--- src/rtl/lb_uart_pkg.sv ---
// Shared widths, frame-size helpers and types for the localbus response UART framer.
package lb_uart_pkg;

  localparam int LBCWIDTH = 8;
  localparam int LBAWIDTH = 24;
  localparam int LBDWIDTH = 32;

  function automatic int lb_fw(input int cw, input int aw, input int dw);
    return cw + aw + dw;
  endfunction

  function automatic int lb_nb(input int fw);
    return fw / 8;
  endfunction

  typedef enum logic [0:0] {
    IDLE = 1'b0,
    SEND = 1'b1
  } state_e;

  typedef struct packed {
    logic [LBCWIDTH-1:0] ctrl;
    logic [LBAWIDTH-1:0] addr;
    logic [LBDWIDTH-1:0] data;
  } frame_t;

endpackage

--- src/rtl/lb_frame_fifo.sv ---
// Synchronous frame FIFO; dout presents the head entry combinationally from the storage array.
module lb_frame_fifo #(
  parameter  int WIDTH = 64,
  parameter  int DEPTH = 4,
  localparam int AW    = (DEPTH > 1) ? $clog2(DEPTH) : 1,
  localparam int CW    = AW + 1
) (
  input  logic             clk,
  input  logic             rstn,
  input  logic             push,
  input  logic             pop,
  input  logic [WIDTH-1:0] din,
  output logic [WIDTH-1:0] dout,
  output logic [CW-1:0]    count,
  output logic             full,
  output logic             empty
);

  logic [WIDTH-1:0] mem_q [DEPTH];
  logic [AW-1:0]    wptr_q, wptr_d;
  logic [AW-1:0]    rptr_q, rptr_d;
  logic [CW-1:0]    count_q, count_d;
  logic             wr;
  logic             rd;

  // Accept a write when there is room, including the slot freed by a same-cycle read.
  always_comb begin
    full    = (count_q == CW'(DEPTH));
    empty   = (count_q == {CW{1'b0}});
    wr      = push && (!full || pop);
    rd      = pop && !empty;
    wptr_d  = wr ? (wptr_q + AW'(1)) : wptr_q;
    rptr_d  = rd ? (rptr_q + AW'(1)) : rptr_q;
    count_d = count_q + CW'(wr) - CW'(rd);
    dout    = mem_q[rptr_q];
    count   = count_q;
  end

  // Pointer and occupancy registers.
  always_ff @(posedge clk or negedge rstn) begin
    if (!rstn) begin
      wptr_q  <= {AW{1'b0}};
      rptr_q  <= {AW{1'b0}};
      count_q <= {CW{1'b0}};
    end else begin
      wptr_q  <= wptr_d;
      rptr_q  <= rptr_d;
      count_q <= count_d;
    end
  end

  // Frame storage.
  always_ff @(posedge clk or negedge rstn) begin
    if (!rstn) begin
      for (int i = 0; i < DEPTH; i++) begin
        mem_q[i] <= {WIDTH{1'b0}};
      end
    end else if (wr) begin
      mem_q[wptr_q] <= din;
    end
  end

endmodule

--- src/rtl/lb_resp_uart_framer.sv ---
// Captures localbus read responses into a frame FIFO and streams each frame MSB-first as bytes to a UART TX.
module lb_resp_uart_framer #(
  parameter int LBCWIDTH = lb_uart_pkg::LBCWIDTH,
  parameter int LBAWIDTH = lb_uart_pkg::LBAWIDTH,
  parameter int LBDWIDTH = lb_uart_pkg::LBDWIDTH,
  parameter int DEPTH    = 4,
  parameter int DROPW    = 16
) (
  input  logic                clk,
  input  logic                rstn,
  input  logic                rready,
  input  logic [LBCWIDTH-1:0] rctrl,
  input  logic [LBAWIDTH-1:0] raddr,
  input  logic [LBDWIDTH-1:0] rdata,
  output logic [7:0]          tx_data,
  output logic                tx_valid,
  input  logic                tx_ready,
  input  logic                clr_overflow,
  output logic                overflow,
  output logic [DROPW-1:0]    drop_cnt,
  output logic                busy
);

  import lb_uart_pkg::state_e;
  import lb_uart_pkg::IDLE;
  import lb_uart_pkg::SEND;
  import lb_uart_pkg::lb_fw;
  import lb_uart_pkg::lb_nb;

  localparam int FW = lb_fw(LBCWIDTH, LBAWIDTH, LBDWIDTH);
  localparam int NB = lb_nb(FW);
  localparam int IW = (NB > 1) ? $clog2(NB) : 1;
  localparam int AW = (DEPTH > 1) ? $clog2(DEPTH) : 1;
  localparam int CW = AW + 1;
  localparam logic [IW-1:0]    IDX_LAST = IW'(NB - 1);
  localparam logic [DROPW-1:0] DROP_MAX = {DROPW{1'b1}};

  if ((FW % 8) != 0) begin : g_bad_fw
    $error("lb_resp_uart_framer: LBCWIDTH+LBAWIDTH+LBDWIDTH must be a multiple of 8");
  end
  if ((DEPTH < 2) || (DEPTH > 16) || ((DEPTH & (DEPTH - 1)) != 0)) begin : g_bad_depth
    $error("lb_resp_uart_framer: DEPTH must be a power of two in 2..16");
  end

  state_e            state_q, state_d;
  logic [FW-1:0]     sh_q, sh_d;
  logic [IW-1:0]     idx_q, idx_d;
  logic [7:0]        tx_data_q, tx_data_d;
  logic              tx_valid_q, tx_valid_d;
  logic              overflow_q, overflow_d;
  logic [DROPW-1:0]  drop_cnt_q, drop_cnt_d;
  logic              busy_q, busy_d;

  logic              fifo_pop;
  logic              push_ok;
  logic              drop;
  logic [FW-1:0]     fifo_dout;
  logic [CW-1:0]     fifo_count;
  logic [CW-1:0]     count_nxt;
  logic              fifo_full;
  logic              fifo_empty;

  lb_frame_fifo #(
    .WIDTH (FW),
    .DEPTH (DEPTH)
  ) u_fifo (
    .clk   (clk),
    .rstn  (rstn),
    .push  (push_ok),
    .pop   (fifo_pop),
    .din   ({rctrl, raddr, rdata}),
    .dout  (fifo_dout),
    .count (fifo_count),
    .full  (fifo_full),
    .empty (fifo_empty)
  );

  // Framer FSM: load from the FIFO head, then shift one byte out per accepted transfer.
  always_comb begin
    state_d  = state_q;
    sh_d     = sh_q;
    idx_d    = idx_q;
    fifo_pop = 1'b0;
    case (state_q)
      IDLE: begin
        if (!fifo_empty) begin
          fifo_pop = 1'b1;
          sh_d     = fifo_dout;
          idx_d    = {IW{1'b0}};
          state_d  = SEND;
        end else begin
          state_d  = IDLE;
        end
      end
      SEND: begin
        if (tx_ready) begin
          if (idx_q == IDX_LAST) begin
            // Chain straight into the next frame so back-to-back frames leave no gap.
            if (!fifo_empty) begin
              fifo_pop = 1'b1;
              sh_d     = fifo_dout;
              idx_d    = {IW{1'b0}};
              state_d  = SEND;
            end else begin
              sh_d     = sh_q << 8;
              idx_d    = {IW{1'b0}};
              state_d  = IDLE;
            end
          end else begin
            sh_d  = sh_q << 8;
            idx_d = idx_q + IW'(1);
          end
        end else begin
          state_d = SEND;
        end
      end
      default: begin
        state_d = IDLE;
      end
    endcase
  end

  // Push acceptance, drop accounting and registered output values.
  always_comb begin
    push_ok    = rready && (!fifo_full || fifo_pop);
    drop       = rready && !push_ok;
    count_nxt  = fifo_count + CW'(push_ok) - CW'(fifo_pop);
    tx_valid_d = (state_d == SEND);
    tx_data_d  = tx_valid_d ? sh_d[FW-1 -: 8] : 8'h00;
    busy_d     = (count_nxt != {CW{1'b0}}) || (state_d == SEND);
    overflow_d = overflow_q;
    drop_cnt_d = drop_cnt_q;
    if (drop) begin
      overflow_d = 1'b1;
      if (clr_overflow) begin
        drop_cnt_d = DROPW'(1);
      end else if (drop_cnt_q != DROP_MAX) begin
        drop_cnt_d = drop_cnt_q + DROPW'(1);
      end else begin
        drop_cnt_d = drop_cnt_q;
      end
    end else if (clr_overflow) begin
      overflow_d = 1'b0;
      drop_cnt_d = {DROPW{1'b0}};
    end else begin
      overflow_d = overflow_q;
      drop_cnt_d = drop_cnt_q;
    end
  end

  // State, datapath and output registers.
  always_ff @(posedge clk or negedge rstn) begin
    if (!rstn) begin
      state_q    <= IDLE;
      sh_q       <= {FW{1'b0}};
      idx_q      <= {IW{1'b0}};
      tx_data_q  <= 8'h00;
      tx_valid_q <= 1'b0;
      overflow_q <= 1'b0;
      drop_cnt_q <= {DROPW{1'b0}};
      busy_q     <= 1'b0;
    end else begin
      state_q    <= state_d;
      sh_q       <= sh_d;
      idx_q      <= idx_d;
      tx_data_q  <= tx_data_d;
      tx_valid_q <= tx_valid_d;
      overflow_q <= overflow_d;
      drop_cnt_q <= drop_cnt_d;
      busy_q     <= busy_d;
    end
  end

  assign tx_data  = tx_data_q;
  assign tx_valid = tx_valid_q;
  assign overflow = overflow_q;
  assign drop_cnt = drop_cnt_q;
  assign busy     = busy_q;

endmodule

--- config.mk ---
export PLATFORM = sky130hd
export DESIGN_NAME = lb_resp_uart_framer
export DESIGN_NICKNAME = d
export VERILOG_FILES = /design/src/rtl/lb_uart_pkg.sv /design/src/rtl/lb_frame_fifo.sv /design/src/rtl/lb_resp_uart_framer.sv
export SDC_FILE = /design/constraint.sdc
export NUM_CORES = 1
export LEC_CHECK = 0
export ABC_AREA = 0
export ABC_CLOCK_PERIOD_IN_PS = 3390
export CAP_MARGIN = 40
export CORE_MARGIN = 5
export CORE_UTILIZATION = 51
export DETAILED_ROUTE_END_ITERATION = 10
export HOLD_SLACK_MARGIN = 0.03
export PLACE_DENSITY_LB_ADDON = 0.25
export SYNTH_ARGS = -nofsm -noshare
export SYNTH_HDL_FRONTEND = slang
export SYNTH_HIERARCHICAL = 1
export SYNTH_SLANG_ARGS = --single-unit
--- constraint.sdc ---
create_clock -name clk -period 3.39 [get_ports clk]
set_input_delay 0.678 -clock clk [delete_from_list [all_inputs] [get_ports clk]]
set_output_delay 0.678 -clock clk [all_outputs]
set_load 0.01 [all_outputs]
==> impl_metrics.tcl <==
set metrics [dict create \
    drc 0 \
    nets 1216 \
    ir_worst_vdd_uv 438.4 \
    maxSlewViolCount 0 \
    hold_viol_final 0 \
    clock_latency_ns 0.52 \
    powerDensity_mw_per_mm2 944.2 \
    max_slew.worst_pin.slew_ns 0.6803 \
    initial_core_util 0.5172 \
    timing.final.crit_share 0.8651 \
    fin_skew_ns 0.01644 \
    rows 64 \
    die_height_um 186.4 \
    drt-total-wl_mm 34.13 \
    first_pass_iters 8 \
    drtAntennaViolNets 0 \
    die-width_um 186.4 \
    yosysTopAreaCellShare 0.5632 \
    cts_tree "done" \
    hpwl_mm 20.71 \
    hold_buffers 0 \
    syn_inst 1033 \
    antenna_cells 0 \
    grt_pass1_vias 10070 \
    synth_compound_area_frac 0.06737 \
    crit_arrival_ns 3.31 \
    drt_iter0_drc 810 \
    coreArea_mm2 0.03067 \
    rsz0062_at_grt "false" \
    synth-xor-area-share 0.003865 \
    multi_input_area_mm2 0.006287 \
    grt_max_degree 79 \
    synthAdderAreaFrac 0.01120 \
    synth_commonest_cells "dfrtp_1 (357), mux2_2 (268), mux4_2 (64), inv_1 (62), a222oi_1 (48)" \
    synth-edff-count 0 \
    track_usage 0.1963 \
    status "complete, no violations" \
    synthMuxAreaShare 0.2862 \
    routedWlPerCell_um 21.90 \
    synth_area_mm2 0.01586 \
    path_class "flop to flop" \
    via_count 9379 \
    finalSetupViolCount 0 \
    synth_top_family_by_area "multiplexers" \
    cap_violations 0 \
    gp_congestion 0.7925 \
    synth-simple-area-share 0.02516 \
    synthFlopType "dfrtp_1" \
    clock_sinks 357 \
    path_max_fanout 7 \
    netlist_top_cells_area "dfrtp_1 (56%), mux2_2 (19%), mux4_2 (9.1%), a222oi_1 (3.0%), buf_6 (1.7%)" \
    htreeDepth 2 \
    post-route-util 0.6055 \
    ys_async_sr_fraction 1.000 \
    hp-class "primary input to asynchronous set/reset pin" \
    leakage_nw 8.016 \
    grt_pass1_wl_mm 56.39 \
    cts_resized 0 \
    drive_gt1_frac 0.3804 \
    min_period_ns 2.933 \
    overflow 0 \
    area_growth_pct 17.08 \
    synth_seq_area_share 0.5632 \
    fin_tns_setup_ns 0 \
    ctsLongestPathBuffers 3 \
    end_kind "flop" \
    slew_headroom 0.5465 \
    cts_buffers 39 \
    antenna_found_initial 0 \
    path_clk_slew_ns 0.06 \
    critPathLaunchType "flop" \
    ys_types 53 \
    yosys_warnings 6 \
    ys_ff_latch 357 \
    fill_cells 2331 \
    regArea_mm2 0.008939 \
    yosys.area.top_type "dfrtp_1" \
    post-cts-setup-buffers 0 \
    portBuffers 95 \
    syn_nets 1115 \
    avgSynthCellArea_um2 15.35 \
    required_ns 3.77 \
    io_pins 96 \
    cts_root_buf "clkbuf_16" \
    dieArea_mm2 0.03473 \
    synth_most_common_cell "dfrtp_1" \
    fmax_ghz 0.3410 \
    viasPerCell 6.020 \
]
-- cell usage in the layout, fill, tap and decap left out, types with 2 or more instances in the layout --
| master | instances |
|---|---|
| dfrtp_1 | 355 |
| mux2_2 | 268 |
| clkdlybuf4s50_1 | 94 |
| mux4_2 | 64 |
| inv_1 | 62 |
| a222oi_1 | 48 |
| clkbuf_16 | 41 |
| buf_4 | 20 |
| a211oi_1 | 16 |
| buf_12 | 13 |
| nand2_1 | 12 |
| nor2b_1 | 11 |
| a22o_1 | 11 |
| ha_1 | 11 |
| clkbuf_1 | 11 |
| a21oi_1 | 10 |
| o311ai_0 | 10 |
| clkbuf_8 | 9 |
| mux2i_1 | 8 |
| nor2_4 | 6 |
| clkinv_2 | 6 |
| o21ai_0 | 5 |
| xnor2_1 | 5 |
| or4_1 | 5 |
| nand4_1 | 5 |
| o41ai_1 | 5 |
| nand3_1 | 4 |
| o31ai_1 | 4 |
| nor2_1 | 3 |
| o211ai_1 | 3 |
| xor2_1 | 2 |
| o31a_1 | 2 |
| a31oi_1 | 2 |
| nand2b_1 | 2 |
| fa_1 | 2 |
-- final cells by class --
type / count / share of cell area
clock buffers: 61 / 0.06414
well taps: 396 / 0.02668
inverters: 62 / 0.01253
clock inverters: 8 / 0.003167
flip-flops and latches: 357 / 0.4813
multi-input cells: 546 / 0.3386
repair buffers: 128 / 0.07358
-- power breakdown --
part	leakage (nW)	total [mW]	internal [mW]	switching, mW
Combinational	3.02	6.01	3.68	2.32
Sequential	4.37	7.45	6.22	1.23
Clock	0.621	4.07	2.42	1.65
Total	8.02	17.5	12.3	5.21
-- worst max-delay path: stages, from the launching register on --
cell      delay [ns]
dfrtp_1         0.41
ha_1            0.21
ha_1            0.23
a21boi_2        0.35
nor2_4          0.09
ha_1            0.30
inv_1           0.04
ha_1            0.20
fa_1            0.44
or4_1           0.53
-- layer usage --
metal | up-vias | GRT usage | share of wire
met5 | - | 0 | 0
met4 | 0 | 0.03868 | 0.012
met3 | 33 | 0.03326 | 0.043
met2 | 215 | 0.3222 | 0.50
met1 | 5004 | 0.2811 | 0.45
li1 | 4127 | - | -
-- per-stage QoR --
stage	total power [mW]	hold WS [ns]	worst slack (ns)	instance area [um2]	std cells
3_5_place_dp	13.55	0.4765	0.1634	17320	1489
4_1_cts	17.72	0.1656	0.4560	18570	1558
3_3_place_gp	13.29	0.4656	0.2060	17310	1488
2_1_floorplan	11.87	0.3824	0.3443	15860	1033
5_1_grt	18.58	0.1946	0.2761	18570	1558
6_report	17.53	0.1579	0.4574	18570	1558
-- path summary, 6_finish.rpt --
path	to	start	depth (start not counted)	slack, ns
max	busy	idx_q[0]	9	0.46
min	u_fifo/mem_q[74]	rstn	1	0.16
max reg2reg	busy	idx_q[0]	9	0.46
min reg2reg	overflow	overflow	1	0.48
max in group asynchronous	u_fifo/mem_q[240]	rstn	3	2.31
min in group clk	overflow	overflow	1	0.48
-- sequential cells by signal (all words and copies together), names as in the netlist --
register and cells:
u_fifo/mem_q 256, sh_q 64, drop_cnt 16, tx_data 8, idx_q 3, u_fifo/count 3, u_fifo/rptr_q 2, u_fifo/wptr_q 2
busy 1, overflow 1, tx_valid 1
-- cell families after synthesis --
group / count (synthesis)
AO/OA/AOI/OAI: 125
buffers and inverters: 130
adder cells (fa/ha/maj): 13
flip-flops: 357
XOR/XNOR: 7
multiplexers: 340
AND/OR/NAND/NOR: 61
Power figures use the tool's default switching activity.
